[src/rtl/ps2_pkg.sv]
// PS/2 shared definitions: transmit FSM states, error codes,
// default timing constants and common keyboard command bytes.
package ps2_pkg;

    typedef enum logic [2:0] {
        ST_IDLE,
        ST_INHIBIT,
        ST_REQ,
        ST_WAIT_START,
        ST_SHIFT,
        ST_ACK,
        ST_WAIT_IDLE
    } tx_state_e;

    localparam logic [1:0] ERR_NONE     = 2'b00;
    localparam logic [1:0] ERR_START_TO = 2'b01;
    localparam logic [1:0] ERR_XFER_TO  = 2'b10;
    localparam logic [1:0] ERR_NACK     = 2'b11;

    localparam int CNT_W = 20;

    localparam int DEF_INHIBIT_CYCLES = 6000;
    localparam int DEF_START_TIMEOUT  = 750000;
    localparam int DEF_XFER_TIMEOUT   = 100000;

    localparam logic [7:0] PS2_CMD_SET_LEDS = 8'hED;
    localparam logic [7:0] PS2_CMD_RESET    = 8'hFF;

    function automatic logic odd_parity(input logic [7:0] b);
        return ~^b;
    endfunction

endpackage

[src/rtl/ps2_line_sync.sv]
// Two-flop synchronizer and falling-edge flag for one PS/2 line.
// Ports: clock, reset, line_in (raw pin) -> level (synced), fall.
module ps2_line_sync (
    input  logic clock,
    input  logic reset,
    input  logic line_in,
    output logic level,
    output logic fall
);

    logic meta_q;
    logic sync_q;
    logic prev_q;

    // Idle bus is high, so reset to 1 to avoid a false edge.
    always_ff @(posedge clock) begin
        if (reset) begin
            meta_q <= 1'b1;
            sync_q <= 1'b1;
            prev_q <= 1'b1;
        end else begin
            meta_q <= line_in;
            sync_q <= meta_q;
            prev_q <= sync_q;
        end
    end

    assign level = sync_q;
    assign fall  = prev_q & ~sync_q;

endmodule

[src/rtl/ps2_host_tx.sv]
// PS/2 host-to-device transmitter: one command byte per request.
// Ports: send_* request, tx_* status, ps2_*_in pins, ps2_*_oe drivers.
module ps2_host_tx
    import ps2_pkg::*;
#(
    parameter int INHIBIT_CYCLES = DEF_INHIBIT_CYCLES,
    parameter int START_TIMEOUT  = DEF_START_TIMEOUT,
    parameter int XFER_TIMEOUT   = DEF_XFER_TIMEOUT
) (
    input  logic       clock,
    input  logic       reset,
    input  logic       send_valid,
    input  logic [7:0] send_data,
    output logic       send_ready,
    output logic       tx_busy,
    output logic       tx_done,
    output logic       tx_error,
    output logic [1:0] tx_err_code,
    input  logic       ps2_clk_in,
    input  logic       ps2_data_in,
    output logic       ps2_clk_oe,
    output logic       ps2_data_oe
);

    localparam logic [CNT_W-1:0] INH_LAST =
        CNT_W'(INHIBIT_CYCLES - 1);
    localparam logic [CNT_W-1:0] START_LAST =
        CNT_W'(START_TIMEOUT - 1);
    localparam logic [CNT_W-1:0] XFER_LAST =
        CNT_W'(XFER_TIMEOUT - 1);

    logic clk_level;
    logic clk_fall;
    logic data_level;
    logic data_fall_unused;

    ps2_line_sync u_clk_sync (
        .clock   (clock),
        .reset   (reset),
        .line_in (ps2_clk_in),
        .level   (clk_level),
        .fall    (clk_fall)
    );

    ps2_line_sync u_data_sync (
        .clock   (clock),
        .reset   (reset),
        .line_in (ps2_data_in),
        .level   (data_level),
        .fall    (data_fall_unused)
    );

    tx_state_e        state_q, state_d;
    logic [CNT_W-1:0] cnt_q, cnt_d, cnt_inc;
    logic [3:0]       bit_idx_q, bit_idx_d;
    logic [8:0]       shreg_q, shreg_d;
    logic             clk_oe_q, clk_oe_d;
    logic             data_oe_q, data_oe_d;
    logic             done_q, done_d;
    logic             error_q, error_d;
    logic [1:0]       code_q, code_d;
    logic             ready_q;
    logic             busy_q;

    always_ff @(posedge clock) begin
        if (reset) begin
            state_q   <= ST_IDLE;
            cnt_q     <= '0;
            bit_idx_q <= '0;
            shreg_q   <= '0;
            clk_oe_q  <= 1'b0;
            data_oe_q <= 1'b0;
            done_q    <= 1'b0;
            error_q   <= 1'b0;
            code_q    <= ERR_NONE;
            ready_q   <= 1'b1;
            busy_q    <= 1'b0;
        end else begin
            state_q   <= state_d;
            cnt_q     <= cnt_d;
            bit_idx_q <= bit_idx_d;
            shreg_q   <= shreg_d;
            clk_oe_q  <= clk_oe_d;
            data_oe_q <= data_oe_d;
            done_q    <= done_d;
            error_q   <= error_d;
            code_q    <= code_d;
            ready_q   <= (state_d == ST_IDLE);
            busy_q    <= (state_d != ST_IDLE);
        end
    end

    // The *_d outputs are the values seen after this edge,
    // so each branch sets the outputs of the state it moves to.
    always_comb begin
        state_d   = state_q;
        cnt_d     = cnt_q;
        bit_idx_d = bit_idx_q;
        shreg_d   = shreg_q;
        clk_oe_d  = 1'b0;
        data_oe_d = 1'b0;
        done_d    = 1'b0;
        error_d   = 1'b0;
        code_d    = code_q;
        cnt_inc   = (cnt_q == '1) ? cnt_q : cnt_q + 1'b1;

        unique case (state_q)
            ST_IDLE: begin
                if (send_valid) begin
                    shreg_d  = {odd_parity(send_data), send_data};
                    cnt_d    = '0;
                    clk_oe_d = 1'b1;
                    state_d  = ST_INHIBIT;
                end
            end
            ST_INHIBIT: begin
                clk_oe_d = 1'b1;
                if (cnt_q == INH_LAST) begin
                    data_oe_d = 1'b1;
                    state_d   = ST_REQ;
                end else begin
                    cnt_d = cnt_inc;
                end
            end
            ST_REQ: begin
                data_oe_d = 1'b1;
                cnt_d     = '0;
                state_d   = ST_WAIT_START;
            end
            ST_WAIT_START: begin
                data_oe_d = 1'b1;
                if (clk_fall) begin
                    data_oe_d = ~shreg_q[0];
                    bit_idx_d = 4'd1;
                    cnt_d     = '0;
                    state_d   = ST_SHIFT;
                end else if (cnt_q == START_LAST) begin
                    data_oe_d = 1'b0;
                    error_d   = 1'b1;
                    code_d    = ERR_START_TO;
                    state_d   = ST_IDLE;
                end else begin
                    cnt_d = cnt_inc;
                end
            end
            ST_SHIFT: begin
                data_oe_d = data_oe_q;
                cnt_d     = cnt_inc;
                if (cnt_q == XFER_LAST) begin
                    data_oe_d = 1'b0;
                    error_d   = 1'b1;
                    code_d    = ERR_XFER_TO;
                    state_d   = ST_IDLE;
                end else if (clk_fall) begin
                    if (bit_idx_q == 4'd9) begin
                        data_oe_d = 1'b0;
                        state_d   = ST_ACK;
                    end else begin
                        data_oe_d = ~shreg_q[bit_idx_q];
                        bit_idx_d = bit_idx_q + 4'd1;
                    end
                end
            end
            ST_ACK: begin
                cnt_d = cnt_inc;
                if (cnt_q == XFER_LAST) begin
                    error_d = 1'b1;
                    code_d  = ERR_XFER_TO;
                    state_d = ST_IDLE;
                end else if (clk_fall) begin
                    if (!data_level) begin
                        state_d = ST_WAIT_IDLE;
                    end else begin
                        error_d = 1'b1;
                        code_d  = ERR_NACK;
                        state_d = ST_IDLE;
                    end
                end
            end
            ST_WAIT_IDLE: begin
                cnt_d = cnt_inc;
                if (cnt_q == XFER_LAST) begin
                    error_d = 1'b1;
                    code_d  = ERR_XFER_TO;
                    state_d = ST_IDLE;
                end else if (clk_level && data_level) begin
                    done_d  = 1'b1;
                    state_d = ST_IDLE;
                end
            end
            default: begin
                state_d = ST_IDLE;
            end
        endcase
    end

    assign send_ready  = ready_q;
    assign tx_busy     = busy_q;
    assign tx_done     = done_q;
    assign tx_error    = error_q;
    assign tx_err_code = code_q;
    assign ps2_clk_oe  = clk_oe_q;
    assign ps2_data_oe = data_oe_q;

endmodule
[config.mk]
export PLATFORM = sky130hd
export DESIGN_NAME = ps2_host_tx
export DESIGN_NICKNAME = d
export VERILOG_FILES = /design/src/rtl/ps2_pkg.sv /design/src/rtl/ps2_line_sync.sv /design/src/rtl/ps2_host_tx.sv
export SDC_FILE = /design/constraint.sdc
export NUM_CORES = 1
export LEC_CHECK = 0
export ABC_CLOCK_PERIOD_IN_PS = 5800
export BUFFER_PORTS_ARGS = -buffer_cell sky130_fd_sc_hd__buf_2
export CAP_MARGIN = 15
export CORE_UTILIZATION = 50
export DETAILED_ROUTE_END_ITERATION = 7
export PLACE_DENSITY = 0.72
export REMOVE_ABC_BUFFERS = 1
export SLEW_MARGIN = 15
export SYNTH_ARGS = -nofsm -noshare
export SYNTH_HDL_FRONTEND = slang
export SYNTH_SLANG_ARGS = --single-unit
[constraint.sdc]
create_clock -name clock -period 5.8 [get_ports clock]
set_input_delay 0.87 -clock clock [delete_from_list [all_inputs] [get_ports clock]]
set_output_delay 0.87 -clock clock [all_outputs]
set_load 0.05 [all_outputs]
After elaboration in Yosys (flattened, before gate mapping) --
Cells that the tools add are included.
Operators by class: equality and inequality tests 24, add/subtract/negate cells 2, $lt $le $gt $ge 1, bitwise logic cells 5, reduce and logical (&&, ||, !) cells 15, multiplexer cells 50
Operator list (number):
- $mux 20 | 5
- $pmux 20 s5 | 1
- $eq 20x20->1 const B | 2
- $mux 3 | 12
- $pmux 3 s7 | 1
- $add 20x1->20 const B | 1
- $eq 20x13->1 const B | 1
- $eq 20x17->1 const B | 1
- $mux 4 | 4
- $ne 2x2->1 const B | 8
- $mux 1 | 15
- $mux 2 | 6
- $eq 3x3->1 const B | 3
- $ne 3x3->1 const B | 3
- $pmux 4 s2 | 1
- $reduce_xnor 8->1 | 1
- $eq 3x2->1 const B | 2
- $logic_not 3->1 | 2
- $pmux 2 s3 | 1
- $reduce_and 6->1 | 1
- $reduce_bool 3->1 | 2
- $reduce_or 3->1 | 2
- $lt 4x5->1 const B | 1
- $reduce_and 5->1 | 1
- other kinds (17) | 20
Storage, ports and cells: logic and storage cells 113, flip-flop bits (word level) 49, output and inout bits 8, input bits 13

Longest topological paths before layout --
Gate-level depths: netlist of run 1.
word-level depth 7, gate-level depth with buffers 10, depth with buffers taken out 8

Hierarchy --
From an unflattened synthesis of run 1, not the netlist that was laid out.
Unflattened totals: cells, all modules 315, area total of the unflattened synthesis 2613.8 um^2
Modules (own cells, without submodules):
- ps2_host_tx | sequential area each 880.8 um^2, times used 1, cells an instance 301, area each 2443.6 um^2
- ps2_line_sync | sequential area each 60.1 um^2, times used 2, cells an instance 7, area each 85.1 um^2

Worst setup path after synthesis of run 1 --
Ideal clock, no wire load.
path kind input port to flip-flop, start point input send_valid, end point register cnt_q[11], buffers on the path 1, data required time 5.734 ns, slack 3.672 ns, data arrival time 2.062 ns, cell stages on the path 7, library setup time 0.066 ns, path through nor4_1 a31oi_1 o21a_4 nand3_4 buf_6 or4_1 a21oi_2
Between the ends: word-level cells in the longest chain between the ends 2
RTL lines:
- start: declaration | line ps2_host_tx.sv:12 | input logic send_valid,
- $ne 2x2->1 (no line)
- $reduce_and 4->1 (no line)
- end signal: assignment | line ps2_host_tx.sv:80 | cnt_q <= cnt_d;
- end: declaration | line ps2_host_tx.sv:54 | logic [CNT_W-1:0] cnt_q, cnt_d, cnt_inc;
Every way passes these cells. A chain may end at the register's enable or synchronous reset.

Worst setup path in the final report of run 1 --
start point register state_q[0], end point register cnt_q[18]
Between the ends: word-level cells in the longest chain between the ends 4, elaborated cells between the ends (all ways) 14, classes of those cells eq/ne: 9; mux: 1; reduce/logical: 4
RTL lines:
- start: declaration | line ps2_host_tx.sv:53 | tx_state_e state_q, state_d;
- start signal: assignment | line ps2_host_tx.sv:79 | state_q <= state_d;
- $eq 3x3->1 | line ps2_host_tx.sv:107 | unique case (state_q)
- $reduce_or 3->1 (no line)
- $reduce_bool 5->1 (no line)
- $reduce_and 4->1 (no line)
Parallel ways exist; a longest one is shown, timed or not.

==> flow_summary.json, run 1 <==
{
  "status": "finished clean",
  "crit_arrival_ns": 2.68,
  "layout_common_cells": "dfxtp_1 (49), nand2_1 (39), a21oi_1 (22)",
  "synth_cell_types": 57,
  "slew-limit-headroom": 0.636,
  "ios": 21,
  "numCtsBuffers": 5,
  "cp.required_ns": 5.96,
  "cts_resized": 0,
  "dr.pass1.iters": 4,
  "slew_violations": 0,
  "place_ws_ns": 3.33,
  "finalNetCount": 340,
  "num_vias": 2246,
  "p_leak_uw": 0.000947,
  "drtIter0Drc": 208,
  "crit_chain": "nand2_1 > nor3_1 > nand4_2 > and2_1 > a41oi_2 > a211oi_2",
  "htree_levels": 2,
  "synth.cell_area_um2": 2640,
  "synth-main-ff-cell": "dfxtp_1",
  "setup_violations": 0,
  "clk_pin_slew_ns": 0.08,
  "fin_ws_ns": 3.29,
  "timing.final.crit_share": 0.433,
  "ys_warn_count": 0,
  "grt_pass1_wl_um": 9000,
  "wl_um": 5470,
  "max_freq_ghz": 0.398,
  "gp_congestion": 0.945,
  "initial_core_util": 0.516,
  "rows": 26,
  "crit_start": "state_q[0]$_SDFF_PP0_",
  "fp.dieH_um": 74.6,
  "wire_per_inst_um": 13.8,
  "antenna_found_initial": 0,
  "power.density_nw_per_um2": 234,
  "worst-slew-pin-transition_ns": 0.543,
  "seqCellArea_um2": 981,
  "cts_buffer_depth": 2,
  "endpoint_kind": "flop",
  "rsz0062_at_grt": "no",
  "ys_seq_area_frac": 0.372,
  "io_buffers": 20,
  "fill_cells": 490,
  "worstPathMaxFanout": 18,
  "drc": 0,
  "areaGrowthSynthToFinish_pct": 7.97,
  "cts-root-buf": "clkbuf_8",
  "post_cts_buffers": 0,
  "dp_hpwl_um": 4000,
  "synth_edf_count": 0,
  "min_path_type": "reg -> reg",
  "cp_num_buf_inv": 0,
  "max_stage_delay_ns": 0.67,
  "hp-start": "u_clk_sync.meta_q$_SDFF_PP1_",
  "peakVddDrop_mv": 0.0974,
  "postSynthAreaPerCell_um2": 8.48,
  "finalClockSkew_ns": 0.0119,
  "die_x_um": 74.6,
  "dieArea_um2": 5570,
  "worstSkewPairLatency_ns": 0.30,
  "num_antenna_cells": 0,
  "cpLargestDelayFamily": "simple AND/OR/NAND/NOR gates",
  "final_common_cell": "dfxtp_1",
  "multiInputGateArea_um2": 1540,
  "cts_num_sinks": 49,
  "worstSetupStartpointType": "flop",
  "fin_crit_ns": 2.51,
  "grtUsageTotal": 0.211,
  "avgViaCountPerCell": 5.69,
  "r2r-start": "state_q[0]$_SDFF_PP0_",
  "cp_slowest_cell": "dfxtp_1",
  "async_flop_share": 0,
  "cts_tree": "yes",
  "stdcell_area_um2": 2850,
  "grt_pass1_vias": 1912,
  "final_antenna_net_count": 0,
  "hold_viol_final": 0,
  "placed_area_um2": 2730,
  "drv_cap": 0,
  "hold_buffers": 0,
  "ys_ff_latch": 49,
  "criticalPathCategory": "reg -> reg",
  "grt_max_degree": 31,
  "fin_setup_tns_ns": 0,
  "coreArea_um2": 5110,
  "final_layout_size_suffix_gt1_frac": 0.172,
  "syn_inst": 311,
  "overflow": 0
}
path summary, 6_finish.rpt:
path / to / depth (start not counted) / slack, ns
min reg2reg: u_clk_sync.level$_SDFF_PP1_ / 1 / 0.41
max reg2reg: cnt_q[18]$_SDFFE_PP0P_ / 6 / 3.29
max: cnt_q[18]$_SDFFE_PP0P_ / 6 / 3.29
min: u_clk_sync.level$_SDFF_PP1_ / 1 / 0.41
cell type report:
class	instances	share of cell area
tap	70	0.0308
multi-input combinational	243	0.542
clock buffer	7	0.0303
clock inverter	1	0.0105
inverter	5	0.00659
sequential	49	0.345
timing repair buffer	20	0.0352
synthesized netlist by cell type (all sizes together), types with 2 or more instances:
cell type	instances	area [um^2]
dfxtp	49	981
nand2	39	146
a21oi	30	180
nor2	19	71.3
nand3	14	82.6
nor3	12	60.1
nand4	11	75.1
or3	9	56.3
clkbuf	8	30.0
o21ai	8	47.6
xnor2	8	70.1
xor2	7	61.3
a211oi	6	50.1
and2	6	37.5
and3	6	37.5
buf	6	63.8
or2	6	37.5
or4	6	45.0
a31oi	5	31.3
inv	5	18.8
nor4	5	31.3
o31ai	5	37.5
ha	3	37.5
nand2b	3	18.8
a21o	2	22.5
a311oi	2	17.5
a31o	2	17.5
and4	2	17.5
nand3b	2	15.0
nand4b	2	17.5
nor2b	2	12.5
nor3b	2	15.0
nor4b	2	17.5
o21a	2	22.5
o21ba	2	20.0
or3b	2	17.5
metrics by stage:
step           std cells  utilization  total power, uW  hold WS, ns
3_5_place_dp         387        0.535              426        0.393
4_1_cts              395        0.557              673        0.414
5_1_grt              395        0.557              698        0.432
2_1_floorplan        297            -              406        0.389
3_3_place_gp         387        0.535              425        0.392
6_report             395        0.557              667        0.413
metal layers:
layer / global-route usage / share of wire / up-vias
met5: 0 / 0 / -
met4: 0.0503 / 0.0066 / 0
met3: 0.0455 / 0.041 / 4
met2: 0.321 / 0.45 / 58
met1: 0.305 / 0.51 / 1019
li1: - / - / 1165
sequential cells by signal, summed over array words and instances (netlist names), 2 cells and up:
register / cells
cnt_q: 20
state_q: 3
tx_err_code: 2
bit_idx_q: 4
shreg_q: 9
where the power goes:
part	switching, uW	internal [uW]	leakage [uW]
clock	108	141	0.0000585
sequential	7.80	346	0.000399
combinational	40.3	24.8	0.000490
cell families after synthesis:
kind of cell | share of synthesized area
AO/OA/AOI/OAI | 0.197
XOR/XNOR | 0.0498
adder cells (fa/ha/maj) | 0.0142
buffers and inverters | 0.0427
flip-flops | 0.372
multiplexers | 0.0128
AND/OR/NAND/NOR | 0.311
Note: power is estimated with default switching activity, not from simulation.
==> run 2: changes to the inputs <==
--- a/config.mk
+++ b/config.mk
@@ -5,7 +5,7 @@
 export SDC_FILE = /design/constraint.sdc
 export NUM_CORES = 1
 export LEC_CHECK = 0
-export ABC_CLOCK_PERIOD_IN_PS = 5800
+export ABC_CLOCK_PERIOD_IN_PS = 2350
 export BUFFER_PORTS_ARGS = -buffer_cell sky130_fd_sc_hd__buf_2
 export CAP_MARGIN = 15
 export CORE_UTILIZATION = 50
==> constraint.sdc (replaced) <==
create_clock -name clock -period 2.35 [get_ports clock]
set_input_delay 0.3525 -clock clock [delete_from_list [all_inputs] [get_ports clock]]
set_output_delay 0.3525 -clock clock [all_outputs]
set_load 0.05 [all_outputs]
==> run 2 against run 1 <==
  * Clock skew shrank 0.0018 ns
  * First-iteration DRC count grew 27%
  * Total power grew 130%
  * Global-route usage grew 0.53 points
  * Cell count grew 2.3%
  * Clock-buffer cell count is the same
  * Via count grew 2.4%
  * Worst hold slack lost 0.17 ns
  * Design area grew 1.8%
  * Fmax grew 12%
  * Sequential power grew 140%
  * Critical endpoint unchanged
==> flow_summary.json, run 2 (synthesized netlist as in run 1, its figures left out) <==
{
  "io_buffers": 20,
  "grtUsageTotal": 0.217,
  "grt_pass1_vias": 1954,
  "num_antenna_cells": 0,
  "stdcell_area_um2": 2900,
  "criticalPathCategory": "reg -> reg",
  "layout_common_cells": "dfxtp_1 (49), nand2_1 (39), a21oi_1 (22)",
  "fin_ws_ns": 0.113,
  "timing.final.crit_share": 0.952,
  "cts_buffer_depth": 2,
  "grt_max_degree": 31,
  "numCtsBuffers": 5,
  "cts_tree": "yes",
  "rsz0062_at_grt": "no",
  "largest_reg_flops": 20,
  "max_freq_ghz": 0.447,
  "power_uw": 1520,
  "p_leak_uw": 0.000982,
  "antenna_found_initial": 0,
  "status": "finished clean",
  "gp_congestion": 0.941,
  "slew_violations": 0,
  "final_antenna_net_count": 0,
  "power.density_nw_per_um2": 526,
  "rr_worst_depth": 6,
  "holdPathStages": 2,
  "rows": 26,
  "initial_core_util": 0.516,
  "post_cts_buffers": 0,
  "drv_cap": 0,
  "place_ws_ns": 0.157,
  "overflow": 0,
  "avgViaCountPerCell": 5.69,
  "die_x_um": 74.6,
  "top_regs": "cnt_q: 20 flops, shreg_q: 9 flops, bit_idx_q: 4 flops",
  "grt_pass1_wl_um": 9120,
  "fin_crit_ns": 2.24,
  "dp_hpwl_um": 4060,
  "cts_num_sinks": 49,
  "clk_pin_slew_ns": 0.08,
  "worstSetupStartpointType": "flop",
  "dr.pass1.iters": 5,
  "placed_area_um2": 2810,
  "areaGrowthSynthToFinish_pct": 9.92,
  "endpoint_kind": "flop",
  "fill_cells": 470,
  "cp.required_ns": 2.51,
  "setup_violations": 0,
  "min_path_type": "in -> reg",
  "slew-limit-headroom": 0.618,
  "fin_setup_tns_ns": 0,
  "num_vias": 2300,
  "r2r_slack_ns": 0.11,
  "coreArea_um2": 5110,
  "wire_per_inst_um": 13.9,
  "top_register": "cnt_q",
  "finalNetCount": 350,
  "drc": 0,
  "finalClockSkew_ns": 0.0101,
  "final_layout_size_suffix_gt1_frac": 0.198,
  "drtIter0Drc": 264,
  "cts-root-buf": "clkbuf_8",
  "fp.dieH_um": 74.6,
  "hold_viol_final": 0,
  "dieArea_um2": 5570,
  "final_common_cell": "dfxtp_1",
  "wl_um": 5610,
  "hold_buffers": 0,
  "worst-slew-pin-transition_ns": 0.572,
  "worstPathMaxFanout": 9,
  "crit_arrival_ns": 2.39,
  "htree_levels": 2,
  "worstSkewPairLatency_ns": 0.30,
  "ios": 21,
  "peakVddDrop_mv": 0.217
}
## run 2: critical path, stage by stage, from the launching register on
cell      delay (ns)
dfxtp_1         0.42
or3b_1          0.37
or4_1           0.49
o21a_4          0.25
and2_1          0.26
a41oi_2         0.24
a211oi_2        0.06
## run 2: through the flow
| step | utilization | hold slack [ns] | std cells |
|---|---|---|---|
| floorplan | - | 0.389 | 297 |
| global placement | 0.549 | 0.392 | 397 |
| detailed placement | 0.549 | 0.395 | 397 |
| CTS | 0.566 | 0.229 | 404 |
| global route | 0.567 | 0.217 | 404 |
| finish | 0.567 | 0.239 | 404 |
## run 2: layout make-up
type | instances | area (um^2) | area share
clock buffers | 7 | 86.3 | 0.0298
inverters | 5 | 18.8 | 0.00648
multi-input cells | 243 | 1550 | 0.535
flip-flops and latches | 49 | 981 | 0.339
well taps | 70 | 87.6 | 0.0302
repair buffers | 30 | 175 | 0.0604
## run 2: routing by layer
layer	routed length, um	vias to the layer above	track usage
met5	0	-	0
met2	2550	50	0.338
met1	2780	1063	0.297
li1	-	1185	-
met4	27	0	0.0566
met3	254	2	0.0576
## run 2: final timing paths
kind,from,end
worst min register to register,u_clk_sync.meta_q$_SDFF_PP1_,u_clk_sync.level$_SDFF_PP1_
worst min-delay path,ps2_clk_in,u_clk_sync.meta_q$_SDFF_PP1_
worst max register to register,cnt_q[6]$_SDFFE_PP0P_,cnt_q[18]$_SDFFE_PP0P_
worst max-delay path,cnt_q[6]$_SDFFE_PP0P_,cnt_q[18]$_SDFFE_PP0P_
## run 2: what timing repair did
item	4_1_cts	5_1_grt
setup endpoints to repair	0	5
gates resized for setup	0	1
endpoints found under the hold margin	0	0
## run 2: where the power goes
group	internal (uW)	switching, uW	total, uW
logic	65.7	107	173
registers	853	11.4	864
clock network	234	253	486
